==> src/rtl/trace_streamer.sv <==
// Commit-trace transmitter: packs writeback/memory/halt activity into records,
// queues them in a FIFO and serializes each record as 1..4 16-bit stream words.
module trace_streamer #(
    parameter int DEPTH = 8
) (
    input  logic        clk,
    input  logic        rst_n,
    input  logic        en,
    input  logic        reg_we,
    input  logic [3:0]  reg_addr,
    input  logic [15:0] reg_data,
    input  logic        mem_re,
    input  logic        mem_we,
    input  logic [15:0] mem_addr,
    input  logic [15:0] mem_wdata,
    input  logic [15:0] mem_rdata,
    input  logic        halt,
    output logic        tx_valid,
    input  logic        tx_ready,
    output logic [15:0] tx_data,
    output logic        tx_last,
    output logic        overflow,
    output logic [7:0]  drop_count,
    output logic        done
);

    localparam int AW = $clog2(DEPTH);

    typedef struct packed {
        logic        r;
        logic        l;
        logic        s;
        logic        h;
        logic [3:0]  raddr;
        logic        drop;
        logic [6:0]  ts;
        logic [15:0] rdata;
        logic [15:0] maddr;
        logic [15:0] mval;
    } rec_t;

    typedef enum logic [1:0] {HDR, REGD, ADDR, DATA} word_e;

    function automatic logic [15:0] hdr_word(input rec_t rec);
        return {rec.r, rec.l, rec.s, rec.h, rec.raddr, rec.drop, rec.ts};
    endfunction

    rec_t        mem_r [DEPTH];
    logic [AW-1:0] wr_ptr_r;
    logic [AW-1:0] rd_ptr_r;
    logic [AW:0]   count_r;
    logic [15:0]   cyc_r;
    logic          halted_r;
    logic          drop_pend_r;
    logic          overflow_r;
    logic [7:0]    drop_cnt_r;
    word_e         idx_r;
    word_e         idx_s;
    word_e         nxt_s;

    rec_t        new_rec_s;
    rec_t        head_s;
    logic        event_s;
    logic        empty_s;
    logic        full_s;
    logic        push_s;
    logic        drop_s;
    logic        pop_s;
    logic        last_s;
    logic [15:0] word_s;
    logic        cyc_unused_s;

    // Upper counter bits only exist so the counter wraps at 16 bits.
    assign cyc_unused_s = ^cyc_r[15:7];

    assign event_s = en & ~halted_r & (reg_we | mem_re | mem_we | halt);
    assign empty_s = (count_r == '0);
    assign full_s  = (count_r == (AW+1)'(DEPTH));
    assign head_s  = mem_r[rd_ptr_r];
    assign pop_s   = ~empty_s & tx_ready & last_s;
    assign push_s  = event_s & (~full_s | pop_s);
    assign drop_s  = event_s & ~push_s;

    // Assemble the record for this cycle's activity; store beats load.
    always_comb begin
        new_rec_s       = '0;
        new_rec_s.r     = reg_we;
        new_rec_s.s     = mem_we;
        new_rec_s.l     = mem_re & ~mem_we;
        new_rec_s.h     = halt;
        new_rec_s.raddr = reg_we ? reg_addr : 4'd0;
        new_rec_s.drop  = drop_pend_r;
        new_rec_s.ts    = cyc_r[6:0];
        new_rec_s.rdata = reg_data;
        new_rec_s.maddr = mem_addr;
        new_rec_s.mval  = mem_we ? mem_wdata : mem_rdata;
    end

    // Word-index FSM: select the current word and the one that follows it.
    always_comb begin
        nxt_s  = HDR;
        last_s = 1'b0;
        word_s = 16'd0;
        case (idx_r)
            HDR: begin
                word_s = hdr_word(head_s);
                if (head_s.r) begin
                    nxt_s = REGD;
                end else if (head_s.l | head_s.s) begin
                    nxt_s = ADDR;
                end else begin
                    last_s = 1'b1;
                end
            end
            REGD: begin
                word_s = head_s.rdata;
                if (head_s.l | head_s.s) begin
                    nxt_s = ADDR;
                end else begin
                    last_s = 1'b1;
                end
            end
            ADDR: begin
                word_s = head_s.maddr;
                nxt_s  = DATA;
            end
            DATA: begin
                word_s = head_s.mval;
                last_s = 1'b1;
            end
            default: begin
                nxt_s = HDR;
            end
        endcase
        if (!empty_s && tx_ready) begin
            idx_s = nxt_s;
        end else begin
            idx_s = idx_r;
        end
    end

    // Word-index state register.
    always_ff @(posedge clk) begin
        if (!rst_n) begin
            idx_r <= HDR;
        end else begin
            idx_r <= idx_s;
        end
    end

    // Record storage; stale entries beyond the pointers are never observed.
    always_ff @(posedge clk) begin
        if (push_s) begin
            mem_r[wr_ptr_r] <= new_rec_s;
        end
    end

    // FIFO pointers, cycle counter, halt latch and drop bookkeeping.
    always_ff @(posedge clk) begin
        if (!rst_n) begin
            wr_ptr_r    <= '0;
            rd_ptr_r    <= '0;
            count_r     <= '0;
            cyc_r       <= 16'd0;
            halted_r    <= 1'b0;
            drop_pend_r <= 1'b0;
            overflow_r  <= 1'b0;
            drop_cnt_r  <= 8'd0;
        end else begin
            cyc_r <= cyc_r + 16'd1;
            if (push_s) begin
                wr_ptr_r    <= wr_ptr_r + AW'(1);
                drop_pend_r <= 1'b0;
                if (new_rec_s.h) begin
                    halted_r <= 1'b1;
                end
            end else if (drop_s) begin
                drop_pend_r <= 1'b1;
                overflow_r  <= 1'b1;
                if (drop_cnt_r != 8'hFF) begin
                    drop_cnt_r <= drop_cnt_r + 8'd1;
                end
            end
            if (pop_s) begin
                rd_ptr_r <= rd_ptr_r + AW'(1);
            end
            case ({push_s, pop_s})
                2'b10:   count_r <= count_r + (AW+1)'(1);
                2'b01:   count_r <= count_r - (AW+1)'(1);
                default: count_r <= count_r;
            endcase
        end
    end

    assign tx_valid   = ~empty_s;
    assign tx_data    = empty_s ? 16'd0 : word_s;
    assign tx_last    = ~empty_s & last_s;
    assign overflow   = overflow_r;
    assign drop_count = drop_cnt_r;
    assign done       = halted_r & empty_s;

endmodule
==> config.mk <==
export PLATFORM = sky130hd
export DESIGN_NAME = trace_streamer
export DESIGN_NICKNAME = d
export VERILOG_FILES = /design/src/rtl/trace_streamer.sv
export SDC_FILE = /design/constraint.sdc
export NUM_CORES = 1
export LEC_CHECK = 0
export CORE_AREA = 2 2 297 241
export CTS_BUF_LIST = sky130_fd_sc_hd__clkbuf_4 sky130_fd_sc_hd__clkbuf_8 sky130_fd_sc_hd__clkbuf_16
export CTS_CLUSTER_DIAMETER = 150
export DETAILED_ROUTE_END_ITERATION = 10
export DIE_AREA = 0 0 299 243
export PLACE_DENSITY_LB_ADDON = 0.12
export SYNTH_ARGS = -nofsm -noshare
export SYNTH_HDL_FRONTEND = slang
export SYNTH_SLANG_ARGS = --single-unit
==> constraint.sdc <==
create_clock -name clk -period 22.4 [get_ports clk]
set_clock_uncertainty 0.15 [all_clocks]
set_input_delay 4.48 -clock clk [delete_from_list [all_inputs] [get_ports clk]]
set_output_delay 4.48 -clock clk [all_outputs]
set_load 0.03 [all_outputs]
# == Word-level counts from Yosys, hierarchy flattened ==
# Memories as Yosys holds them, arrays and structs flattened. A register that Yosys moved wholly into a read port is not among the register bits.
# Cells that the tools add are included.
# classes
n_reduce_logical,9
add_sub_neg,6
bitwise_logic,20
mux,15
n_eq_ne,7
# op_table
operator,n
16-bit one-hot mux with 4 select lines,1
16-bit two-way mux,2
16-bit by 1-bit adder with 16-bit output (second input constant),1
1-bit bitwise AND,9
8-bit by 1-bit adder with 8-bit output (second input constant),1
8-bit != test (second input constant),1
4-bit one-hot mux with 2 select lines,1
3-bit by 1-bit adder with 3-bit output (second input constant),2
2-bit equality test (second input constant),3
3-bit two-way mux,2
1-bit inverter,6
2-bit one-hot mux with 3 select lines,1
1-bit OR,5
4-bit by 1-bit adder with 4-bit output (second input constant),1
2-bit by 1-bit equality test with 1-bit output (second input constant),2
4-bit equality test (second input constant),1
4-bit logical NOT,1
1-bit two-way mux,4
2-bit two-way mux,2
4-bit two-way mux,1
2-bit AND reduction,2
4-bit by 1-bit subtractor with 4-bit output (second input constant),1
1-bit one-hot mux with 3 select lines,1
3-bit AND reduction,1
other kinds (5),5
# word_totals
out_inout_bits,28
reg_bits,39
memories,1
inputBits,76
mem_bits_rw,512
# mem_list
memory,depth,word_bits,read_ports,rd_clocked_by_memory_dff,write_ports,line_no,text
mem_r,8,64,1,1,1,48,rec_t mem_r [DEPTH];

# == Logic depth before layout (Yosys ltp) ==
# logic_depth
ltp_word,10
depth_mapped,14
mapped_depth_nobuf,12

# == Worst setup path before layout ==
# OpenSTA, ideal clock, no wires.
# synth_timing
path_type,input-to-reg
from,input mem_we
to,memory mem_r[1][0] in the netlist's numbering (enable)
required_ps,21583
arrival_time_ps,11941
slack_ps,9643
cell_stages,6
path_cell_list,clkbuf_1 -> or4_1 -> and3b_1 -> nand2b_4 -> buf_6 -> nor4b_1
# synth_between
elab_chain_cells,6
# synth_lines
element,line_no,text
"start, declared",13,"input logic mem_we,"
1-bit OR (2 in series),76,assign event_s = en & ~halted_r & (reg_we | mem_re | mem_we | halt);
1-bit bitwise AND,76,
1-bit bitwise AND,81,assign push_s = event_s & (~full_s | pop_s);
1-bit two-way mux,153,if (push_s) begin
1-bit two-way mux (not written as such),154,mem_r[wr_ptr_r] <= new_rec_s;
"end, declared",48,
# Every way passes these cells.

==> flow_summary.ini <==
[outcome]
status = complete, no violations

[synth]
yosysSeqAreaShare_pct = 74.92
syn_area_um2 = 21400
ys.flop_type = edfxtp_1
postSynthCellCount = 984
synth_edf_count = 512
yosys_warnings = 0
synth_nets = 1067
synth_async_sr_flop_share_pct = 0
avgSynthCellArea_um2 = 21.75
synth-seq-cells = 545
synthDistinctLibCells = 55

[clock_network]
cts_tree = done
cts_setup_buffers = 0
path_clk_slew_ps = 60
cts_hold_buf = 0
post_cts_resized = 0
cts-root-buf = clkbuf_16
numCtsBuffers = 56
cts_sinks = 545
cts_buffer_depth = 3
htreeDepth = 2
clock_latency_ps = 610

[routing]
wl_um = 52090
drtPass1Iterations = 4
wl_per_cell_um = 24.85
drtAntennaViolNets = 0
vias_per_cell = 4.861
drtIter0Drc = 518
route.vias.total = 10190
remaining_drc_errors = 0

[hold_path]
hold_class = register to register

[place]
dp_hpwl_um = 29160
numPortBuffers = 103
gp_congestion = 0.7196

[timing]
hold_violations = 0
min_period_ps = 9588
fmax_mhz = 104.3
relSlewSlack_pct = 29.49
slew_viol_final = 0
tightest_slew_ps = 1058
setup_viol = 0
finalSetupTns_ps = 0
rsz0062_at_grt = no
finalCritPeriodShare_pct = 42.80

[floorplanning]
fp.dieH_um = 243
num_rows = 87
dieWidth_um = 299
io_pins = 104
initial_utilization_pct = 30.72
dieArea_um2 = 72660
core_region_area_um2 = 69670

[final_layout]
multiInputGateArea_um2 = 5151
register_area_um2 = 16050
layout-drive-gt1-share_pct = 26.85
final_util_pct = 36.47
n_antenna_cell = 0
area_growth_pct = 18.72
layout_commonest_cell = edfxtp_1
nFillCells = 6460
finalNetCount = 1198
layout_common_cells = edfxtp_1 (512), mux4_2 (157), clkdlybuf4s50_1 (102)

[global_route]
grtUsageTotal_pct = 14.36
grt_max_degree = 98
grt_antenna_before_repair = 6
first_global_vias = 10890
grt_first_pass_wirelength_um = 76120
grt_overflow = 0

[critical_path]
crit_slowest_cell = buf_4
path_class = register to primary output
cp.required_ps = 17770
crit_chain = buf_4 > buf_4 > mux4_2 > mux4_2 > mux2i_1 > nor2_1 > clkdlybuf4s50_1
worstPathMaxFanout = 66
crit_path_max_incr_delay_ps = 930
crit_arrival_ps = 4960
cp-end-kind = primary output
startpoint_type = register

[power]
power_leakage_nw = 7.688
p_per_area_nw_per_um2 = 89.37
peakVddDrop_uv = 55.71

[flow_run]
maxCapViolCount = 0
worst paths after layout:
kind	from	endpoint	slack [ps]	cells after the start
min	overflow	overflow	320	2
max	register	tx_data[12]	12810	7
min reg2reg	overflow	overflow	320	2
max reg2reg	register	mem_r[2][2]	16770	10
per-stage QoR:
stage / total power [mW] / std cells / area [um^2] / worst slack, ps / hold slack [ps]
floorplan: 1.302 / 984 / 21400 / 9643 / 294.2
global placement: 1.389 / 1991 / 23620 / 13390 / 300.8
detailed placement: 1.391 / 1991 / 23620 / 13380 / 314.3
CTS: 2.308 / 2096 / 25410 / 12720 / 328.9
global route: 2.358 / 2096 / 25410 / 12630 / 361.4
finish: 2.271 / 2096 / 25410 / 12810 / 322.8
registers in the layout, indices dropped and copies added, names as in the netlist, named ones only:
name and flops:
halted_r 1, cyc_r 7, mem_r 512, count_r 4, wr_ptr_r 3, drop_pend_r 1, overflow 1, rd_ptr_r 3
idx_r 2, drop_count 8
Yosys cell counts (2+ instances only):
cell type	count	area (um^2)
ha_1	6	75.07
or3_1	2	12.51
buf_2	13	65.06
o311ai_0	3	26.28
mux2i_1	20	200.2
o32ai_1	2	17.52
nand2b_1	5	31.28
or2_2	4	25.02
buf_4	2	15.01
buf_1	19	71.32
inv_1	6	22.52
clkbuf_1	20	75.07
nor3_1	7	35.03
edfxtp_1	512	15370
nand3b_1	2	15.01
nor4b_1	5	43.79
a21oi_1	13	65.06
nor4_1	4	25.02
a21o_1	2	15.01
nand2_1	19	71.32
mux2_2	19	214.0
mux4_2	157	3536
o21ai_0	6	30.03
and2_1	7	43.79
xnor2_1	4	35.03
nor2b_1	5	31.28
o41ai_1	2	17.52
a211oi_1	6	45.04
dfxtp_1	33	660.6
and3_1	4	25.02
nor2_1	33	123.9
xor2_1	5	43.79
o31ai_1	3	22.52
nand3_1	9	45.04
or4_1	5	37.54
worst max-delay path, delay by kind of cell (launching register included):
kind	cells	cell delay, ps
buffers and inverters	3	2240
AND/OR/NAND/NOR	1	80
multiplexers	3	1430
flip-flops	1	510
final cells by class:
| type | instances | area share [%] |
|---|---|---|
| inverters | 7 | 0.1034 |
| flip-flops and latches | 545 | 63.14 |
| well taps | 934 | 4.599 |
| multi-input cells | 377 | 20.27 |
| repair buffers | 128 | 4.825 |
| clock inverters | 32 | 0.9405 |
| clock buffers | 73 | 6.116 |
where the power goes:
| part | total [mW] | internal [mW] | switching [mW] |
|---|---|---|---|
| Sequential | 1.16 | 1.15 | 0.0161 |
| Clock | 0.908 | 0.522 | 0.386 |
| Combinational | 0.201 | 0.0877 | 0.113 |
logic make-up (layout without fill, tap and decap cells):
| family | after synthesis | count (layout) | share of synthesized area (%) |
|---|---|---|---|
| DFF | 545 | 545 | 74.92 |
| adders and majority gates | 7 | 7 | 0.4443 |
| muxes | 196 | 196 | 18.45 |
| and+or+nand+nor | 117 | 117 | 2.999 |
| AOI/OAI and AO/OA | 48 | 48 | 1.584 |
| xor gates and xnor gates | 9 | 9 | 0.3682 |
| buffers and inverters | 62 | 240 | 1.233 |
routing by layer:
layer	routed length (um)	global-route usage, %	part of all wire, %
met5	23	0	0.044
met4	1223	4.088	2.3
met3	2135	2.560	4.1
met2	24980	23.58	48
met1	23730	19.56	46
Power figures use the tool's default switching activity.
